`config.mk`:
```
export PLATFORM = sky130hd
export DESIGN_NAME = csr_counter_unit
export DESIGN_NICKNAME = d
export VERILOG_FILES = /design/src/rtl/csr_counter_unit.sv
export SDC_FILE = /design/constraint.sdc
export NUM_CORES = 1
export LEC_CHECK = 0
export ABC_AREA = 1
export BUFFER_PORTS_ARGS = -buffer_cell sky130_fd_sc_hd__buf_4
export CAP_MARGIN = 20
export CORE_AREA = 2 2 173 175
export DETAILED_ROUTE_END_ITERATION = 8
export DIE_AREA = 0 0 175 177
export PLACE_DENSITY_LB_ADDON = 0.2
export SLEW_MARGIN = 20
export SYNTH_ARGS = -nofsm -noshare
export SYNTH_HDL_FRONTEND = slang
export SYNTH_SLANG_ARGS = --single-unit
```
`constraint.sdc`:
```
create_clock -name clk -period 2.7 [get_ports clk]
set_clock_uncertainty 0.05 [all_clocks]
set_input_delay 0.405 -clock clk [delete_from_list [all_inputs] [get_ports clk]]
set_output_delay 0.405 -clock clk [all_outputs]
set_load 0.01 [all_outputs]
```
`src/rtl/csr_counter_unit.sv`:
```
// User-level CSR unit: one-cycle CSRRW/RS/RC, illegal-access gating, cycle/time/instret counters
// with per-counter inhibit and a time prescaler, and sticky FPU flag accrual.
module csr_counter_unit #(
    parameter int unsigned DATA_WIDTH = 32,
    parameter int unsigned CNT_WIDTH  = 64,
    parameter int unsigned TIME_DIV   = 1
) (
    input  logic                  clk,
    input  logic                  rst_n,
    input  logic                  csr_req_i,
    input  logic [1:0]            csr_op_i,
    input  logic [11:0]           csr_addr_i,
    input  logic [DATA_WIDTH-1:0] csr_wdata_i,
    output logic [DATA_WIDTH-1:0] csr_rdata_o,
    output logic                  csr_illegal_o,
    input  logic                  instret_i,
    input  logic                  fflags_valid_i,
    input  logic [4:0]            fflags_i,
    output logic [2:0]            csr_frm_o
);

    localparam int unsigned HI_WIDTH    = CNT_WIDTH - DATA_WIDTH;
    localparam int unsigned PRESC_WIDTH = (TIME_DIV > 1) ? $clog2(TIME_DIV) : 1;
    localparam logic [PRESC_WIDTH-1:0] PRESC_MAX = PRESC_WIDTH'(TIME_DIV - 1);

    localparam logic [11:0] ADDR_USTATUS  = 12'h000;
    localparam logic [11:0] ADDR_FFLAGS   = 12'h001;
    localparam logic [11:0] ADDR_FRM      = 12'h002;
    localparam logic [11:0] ADDR_FCSR     = 12'h003;
    localparam logic [11:0] ADDR_CNTINH   = 12'h800;
    localparam logic [11:0] ADDR_CYCLE    = 12'hC00;
    localparam logic [11:0] ADDR_TIME     = 12'hC01;
    localparam logic [11:0] ADDR_INSTRET  = 12'hC02;
    localparam logic [11:0] ADDR_CYCLEH   = 12'hC80;
    localparam logic [11:0] ADDR_TIMEH    = 12'hC81;
    localparam logic [11:0] ADDR_INSTRETH = 12'hC82;

    typedef enum logic [1:0] {
        OpRead = 2'b00,
        OpRw   = 2'b01,
        OpRs   = 2'b10,
        OpRc   = 2'b11
    } csr_op_e;

    logic [DATA_WIDTH-1:0]  ustatus_q, ustatus_d;
    logic [4:0]             fflags_q, fflags_d;
    logic [2:0]             frm_q, frm_d;
    logic [2:0]             cntinh_q, cntinh_d;
    logic [CNT_WIDTH-1:0]   cycle_q, cycle_d;
    logic [CNT_WIDTH-1:0]   time_q, time_d;
    logic [CNT_WIDTH-1:0]   instret_q, instret_d;
    logic [PRESC_WIDTH-1:0] presc_q, presc_d;

    logic [HI_WIDTH-1:0]    cycle_hi, time_hi, instret_hi;
    logic [DATA_WIDTH-1:0]  rd_val;
    logic [DATA_WIDTH-1:0]  new_val;
    logic                   mapped;
    logic                   is_counter;
    logic                   wr_en;
    logic                   illegal;
    logic                   do_write;
    csr_op_e                op;

    assign op         = csr_op_e'(csr_op_i);
    assign cycle_hi   = cycle_q[CNT_WIDTH-1:DATA_WIDTH];
    assign time_hi    = time_q[CNT_WIDTH-1:DATA_WIDTH];
    assign instret_hi = instret_q[CNT_WIDTH-1:DATA_WIDTH];

    // Read mux; narrow fields zero-extend so RS/RC on fflags/frm only see their own field.
    always_comb begin
        rd_val     = '0;
        mapped     = 1'b1;
        is_counter = 1'b0;
        case (csr_addr_i)
            ADDR_USTATUS:  rd_val = ustatus_q;
            ADDR_FFLAGS:   rd_val = DATA_WIDTH'(fflags_q);
            ADDR_FRM:      rd_val = DATA_WIDTH'(frm_q);
            ADDR_FCSR:     rd_val = DATA_WIDTH'({frm_q, fflags_q});
            ADDR_CNTINH:   rd_val = DATA_WIDTH'(cntinh_q);
            ADDR_CYCLE: begin
                rd_val     = cycle_q[DATA_WIDTH-1:0];
                is_counter = 1'b1;
            end
            ADDR_TIME: begin
                rd_val     = time_q[DATA_WIDTH-1:0];
                is_counter = 1'b1;
            end
            ADDR_INSTRET: begin
                rd_val     = instret_q[DATA_WIDTH-1:0];
                is_counter = 1'b1;
            end
            ADDR_CYCLEH: begin
                rd_val     = DATA_WIDTH'(cycle_hi);
                is_counter = 1'b1;
            end
            ADDR_TIMEH: begin
                rd_val     = DATA_WIDTH'(time_hi);
                is_counter = 1'b1;
            end
            ADDR_INSTRETH: begin
                rd_val     = DATA_WIDTH'(instret_hi);
                is_counter = 1'b1;
            end
            default: mapped = 1'b0;
        endcase
    end

    always_comb begin
        new_val = rd_val;
        wr_en   = 1'b0;
        unique case (op)
            OpRead: begin
                new_val = rd_val;
                wr_en   = 1'b0;
            end
            OpRw: begin
                new_val = csr_wdata_i;
                wr_en   = csr_req_i;
            end
            OpRs: begin
                new_val = rd_val | csr_wdata_i;
                wr_en   = csr_req_i && (csr_wdata_i != '0);
            end
            OpRc: begin
                new_val = rd_val & ~csr_wdata_i;
                wr_en   = csr_req_i && (csr_wdata_i != '0);
            end
        endcase
        illegal  = csr_req_i && (!mapped || (is_counter && wr_en));
        do_write = wr_en && !illegal;
    end

    always_comb begin
        ustatus_d = ustatus_q;
        fflags_d  = fflags_q;
        frm_d     = frm_q;
        cntinh_d  = cntinh_q;
        if (do_write) begin
            case (csr_addr_i)
                ADDR_USTATUS: ustatus_d = new_val;
                ADDR_FFLAGS:  fflags_d  = new_val[4:0];
                ADDR_FRM:     frm_d     = new_val[2:0];
                ADDR_FCSR: begin
                    fflags_d = new_val[4:0];
                    frm_d    = new_val[7:5];
                end
                ADDR_CNTINH:  cntinh_d  = new_val[2:0];
                default: ;
            endcase
        end
        // Accrual is applied on top of any software write so no hardware flag is ever dropped.
        if (fflags_valid_i) begin
            fflags_d = fflags_d | fflags_i;
        end
    end

    // Counters obey the registered inhibit bits, so a cntinh write only acts from the next edge.
    always_comb begin
        cycle_d   = cntinh_q[0] ? cycle_q : cycle_q + CNT_WIDTH'(1);
        instret_d = (instret_i && !cntinh_q[2]) ? instret_q + CNT_WIDTH'(1) : instret_q;
        time_d    = time_q;
        presc_d   = presc_q;
        if (!cntinh_q[1]) begin
            if (presc_q == PRESC_MAX) begin
                presc_d = '0;
                time_d  = time_q + CNT_WIDTH'(1);
            end else begin
                presc_d = presc_q + PRESC_WIDTH'(1);
            end
        end
    end

    always_ff @(posedge clk or negedge rst_n) begin
        if (!rst_n) begin
            ustatus_q <= '0;
            fflags_q  <= '0;
            frm_q     <= '0;
            cntinh_q  <= '0;
            cycle_q   <= '0;
            time_q    <= '0;
            instret_q <= '0;
            presc_q   <= '0;
        end else begin
            ustatus_q <= ustatus_d;
            fflags_q  <= fflags_d;
            frm_q     <= frm_d;
            cntinh_q  <= cntinh_d;
            cycle_q   <= cycle_d;
            time_q    <= time_d;
            instret_q <= instret_d;
            presc_q   <= presc_d;
        end
    end

    assign csr_rdata_o   = csr_req_i ? rd_val : '0;
    assign csr_illegal_o = illegal;
    assign csr_frm_o     = frm_q;

endmodule

```
; Word-level counts from Yosys, hierarchy flattened
; Index checks and enable logic that the tools add are counted.
[totals]
regBits = 236
in_bits = 56
out_inout_bits = 36
wordCells = 63
[classes]
add_sub_neg = 4
n_eq_ne = 13
muxes = 11
bitwise_logic = 6
reduce_logical = 21
[ops]
columns = operator, n
row1 = $pmux W32 S11, 1
row2 = $add A64 B1 Y64 const B, 3
row3 = $pmux W32 S4, 1
row4 = $eq A12 B12 Y1 const B, 7
row5 = $and A32 B32 Y32, 1
row6 = $mux W32, 1
row7 = $not A32 Y32, 1
row8 = $or A32 B32 Y32, 1
row9 = $reduce_bool A32 Y1, 1
row10 = $eq A12 B2 Y1 const B, 2
row11 = $mux W5, 3
row12 = $eq A12 B1 Y1 const B, 1
row13 = $logic_not A12 Y1, 1
row14 = $reduce_or A11 Y1, 1
row15 = $reduce_and A2 Y1, 4
row16 = $pmux W3 S2, 1
row17 = $reduce_or A6 Y1, 1
row18 = $logic_and A1 B1 Y1, 5
row19 = $or A5 B5 Y5, 1
row20 = $eq A2 B2 Y1 const B, 2
row21 = $reduce_or A2 Y1, 2
row22 = $logic_not A1 Y1, 3
row23 = $mux W1, 3
row24 = $pmux W1 S3, 1
row25 = 6 further kinds, 7

; Logic depth before layout (Yosys ltp)
[logic_depth]
depth_word = 11
mapped_depth = 15
depth_no_buf = 14

; Worst setup path before layout
; No wires, ideal clock.
[synth_timing]
path_type = input to output
startpoint = input port csr_addr_i[5]
endpoint = output port csr_rdata_o[20]
t_arrival_ns = 1.677
t_required_ns = 2.245
path_slack_ns = 0.568
cell_stages = 9
path_buffers = 2
path_cell_list = nor2_1 nand2_1 nor2_1 buf_4 nand2_1 buf_2 o21ai_0 nor2_1 a21oi_1
[synth_between]
elab_chain_len = 3
elab_cells_between_ends = 13
cone_classes = eq/ne (10) / mux (2) / reduce/logical (1)
[synth_lines]
columns = element, line
row1 = from (decl), 12  ; input logic [11:0] csr_addr_i,
row2 = "$eq A12 B12 Y1, or another cell as far along", 74  ; case (csr_addr_i)
row3 = $pmux W32 S11 (*), 74
row4 = $mux W32 (*), 195  ; assign csr_rdata_o = csr_req_i ? rd_val : '0;
row5 = to (decl), 14  ; output logic [DATA_WIDTH-1:0] csr_rdata_o,
; Every way passes the cells marked *; elsewhere a longest branch is shown, timed or not.

; Worst setup path in the final report
[layout_timing]
startpoint = input port csr_addr_i[0]
endpoint = output port csr_rdata_o[13]
; Same word-level chain as after synthesis.

==> impl_metrics.toml <==
[run_status]
status = "complete, no violations"

[final_layout]
syn_to_final_growth_pct = 17.8
layout_commonest_cell = "nand2_1"
stdcell_area_mm2 = 0.0186
num-fill-cells = 2742
ff_latch_area_mm2 = 0.00588
multi_input_area_mm2 = 0.00847
final_core_util = 0.634
drive_gt1_frac = 0.116
mostFrequentLayoutCells = "nand2_1 (653), nor2_1 (331), inv_1 (319)"
fin_nets = 2549

[clock_tree]
cts_sinks = 235
cts_tree = "done"
cts_made_buffers = 28
cts.path.max_buffers = 3
clk_latency_ns = 0.57
htree_levels = 1
cts.clk_slew.worst_paths_ns = 0.06
clockRootBuffer = "clkbuf_16"

[place]
place_area_mm2 = 0.0175
dp_hpwl_mm = 50.7
place.gp.congestion = 1.04
numPortBuffers = 91

[timing]
holdWs_ns = 0.0123
hold_viol_final = 0
period_share = 0.995
rsz0062_at_grt = "no"
fin_crit_ns = 2.69
maxSlewViolCount = 0
fmax_ghz = 0.372
finalSetupViolations = 0
relSlewSlack = 0.469
worst_pin_slew_ns = 0.789

[logic_synthesis]
syn_area_mm2 = 0.0157
synth_fp_nets = 2391
synth-seq-area-share = 0.373
netlist.area_leader.share = 0.373
syn-instance-count = 2332
yosysUniqueCellTypes = 41
avgSynthCellArea_um2 = 6.75
ys_seq_elements = 235
synth_top_area_cell = "dfrtp_1"
ys_top_cells_by_area = "dfrtp_1 (37%), nand2_1 (16%), nor2_1 (8.0%), xor2_1 (7.7%), inv_1 (7.6%)"
yosysWarnings = 0

[routing]
drtIter0Drc = 2001
vias_per_cell = 5.81
ant_nets = 0
vias = 16900
drt-met1-wl_mm = 25.3
first_pass_iters = 7
top_layer = "met4"
drc = 0
routedWlPerCell_um = 22.2
dr_wl_met2_mm = 27.6
drt-total-wl_mm = 64.4
wl_met3_mm = 7.14

[worst_setup_path]
crit_start = "csr_addr_i[0]"
r2r_cells = 10
crit_path_end_kind = "output pin"
endpoint = "csr_rdata_o[13]"
r2r_end = "cycle_q[52]$_DFFE_PN0N_"
start_kind = "input port"
required_ns = 2.25
worstSetupPathType = "in -> out"
r2r-start = "cycle_q[0]$_DFFE_PN0N_"
critPathArrivalTime_ns = 2.23
r2r_slack_ns = 0.20
path_max_fanout = 17

[global_route]
grt_max_degree = 78
grt_pass1_wl_mm = 96.7
antenna_found_initial = 2
track_usage = 0.415
first_global_vias = 16100
gr-total-overflow = 0

[power_and_ir_drop]
peakVddDrop_uv = 533
power.density_mw_per_mm2 = 435
p_leak_nw = 9.00

[floorplan]
fp-row-count = 63
die_h_um = 177
initial_core_util = 0.538
die_x_um = 175
core_area_mm2 = 0.0292
pin_count = 92
die_area_mm2 = 0.0310

[job]
max_cap_violations = 0

[hold_path]
holdCritPathClass = "in -> reg"
stage by stage:
| stage | TNS [ns] | worst slack [ns] | std cells | total power, mW |
|---|---|---|---|---|
| after global placement | -0.479 | -0.122 | 2848 | 3.92 |
| final | 0 | 0.0134 | 2905 | 8.07 |
| after global routing | 0 | 0.00925 | 2902 | 8.21 |
| after floorplan | 0 | 0.568 | 2332 | 3.69 |
| after detailed placement | -1.06 | -0.207 | 2848 | 3.93 |
| after CTS | 0 | 0.00141 | 2902 | 8.05 |
timing repair:
action	4_1_cts	5_1_grt
endpoints found under the setup margin	15	26
setup buffers	0	0
hold endpoints to repair	72	0
hold buffers	2	0
resized for setup	4	23
cloned	0	0
cell families after synthesis:
| kind of cell | Yosys count | share of synthesized area |
|---|---|---|
| and+or+nand+nor | 1383 | 0.380 |
| AOI/OAI and AO/OA | 167 | 0.0557 |
| DFF | 235 | 0.373 |
| buffers and inverters | 371 | 0.0922 |
| adders and majority gates | 3 | 0.00238 |
| xor gates and xnor gates | 173 | 0.0962 |
routing by layer:
metal	GRT usage	up-vias
met2	0.636	1083
met3	0.0814	222
met5	0	-
met1	0.552	7881
met4	0.238	0
li1	-	7699
Yosys cell counts (all sizes together):
master	n
a21oi	30
o21ai	110
nand4	63
or2	3
nand3	152
clkbuf	21
o22ai	20
xnor2	34
a31oi	1
nand3b	6
dfrtp	235
nor4b	1
nand2	663
and3	4
nor2	359
a22oi	1
nor3b	6
o21a	4
buf	26
xor2	139
nand2b	1
ha	3
and2	1
inv	324
nor4	18
nor3	106
o211ai	1
how the worst min path moves through the flow:
stage,start,endpoint,slack [ns],cells past startpoint
5_1_grt,fflags_i[0],fflags_q[0]$_DFF_PN0_,0.04,3
2_1_floorplan,rst_n,cntinh_q[0]$_DFFE_PN0P_,0.06,0
6_report,fflags_i[0],fflags_q[0]$_DFF_PN0_,0.01,3
3_5_place_dp,rst_n,cycle_q[20]$_DFFE_PN0N_,0.41,1
4_1_cts,fflags_i[0],fflags_q[0]$_DFF_PN0_,0.005,3
3_3_place_gp,time_q[28]$_DFFE_PN0N_,time_q[28]$_DFFE_PN0N_,0.40,1
worst max-delay path: stages:
cell and delay, ns:
buf_4 0.12, inv_1 0.08, nand2_1 0.06, nor2_1 0.16, inv_1 0.13, nor2_2 0.24, buf_12 0.19, nand2_1 0.18
nand2_1 0.14, nor2_1 0.06, a21oi_1 0.28, buf_4 0.18
state kept, by name, indices dropped and copies added, names as in the netlist:
signal / cells
cycle_q: 64
instret_q: 64
time_q: 64
ustatus_q: 32
fflags_q: 5
cntinh_q: 3
csr_frm_o: 3
area by class of cell:
cell class                 instances  share of cell area
multi-input combinational       1726               0.456
sequential                       235               0.317
timing repair buffer             175              0.0805
inverter                         324              0.0658
clock buffer                      32              0.0403
tap                              390              0.0263
clock inverter                    20              0.0135
antenna                            3            0.000405
power breakdown:
part	internal, mW	leakage [nW]	switching [mW]
Combinational	0.116	5.53	0.238
Sequential	3.52	2.99	0.0000201
Clock	2.47	0.482	1.72
Total	6.11	9.00	1.96
Power figures use the tool's default switching activity.
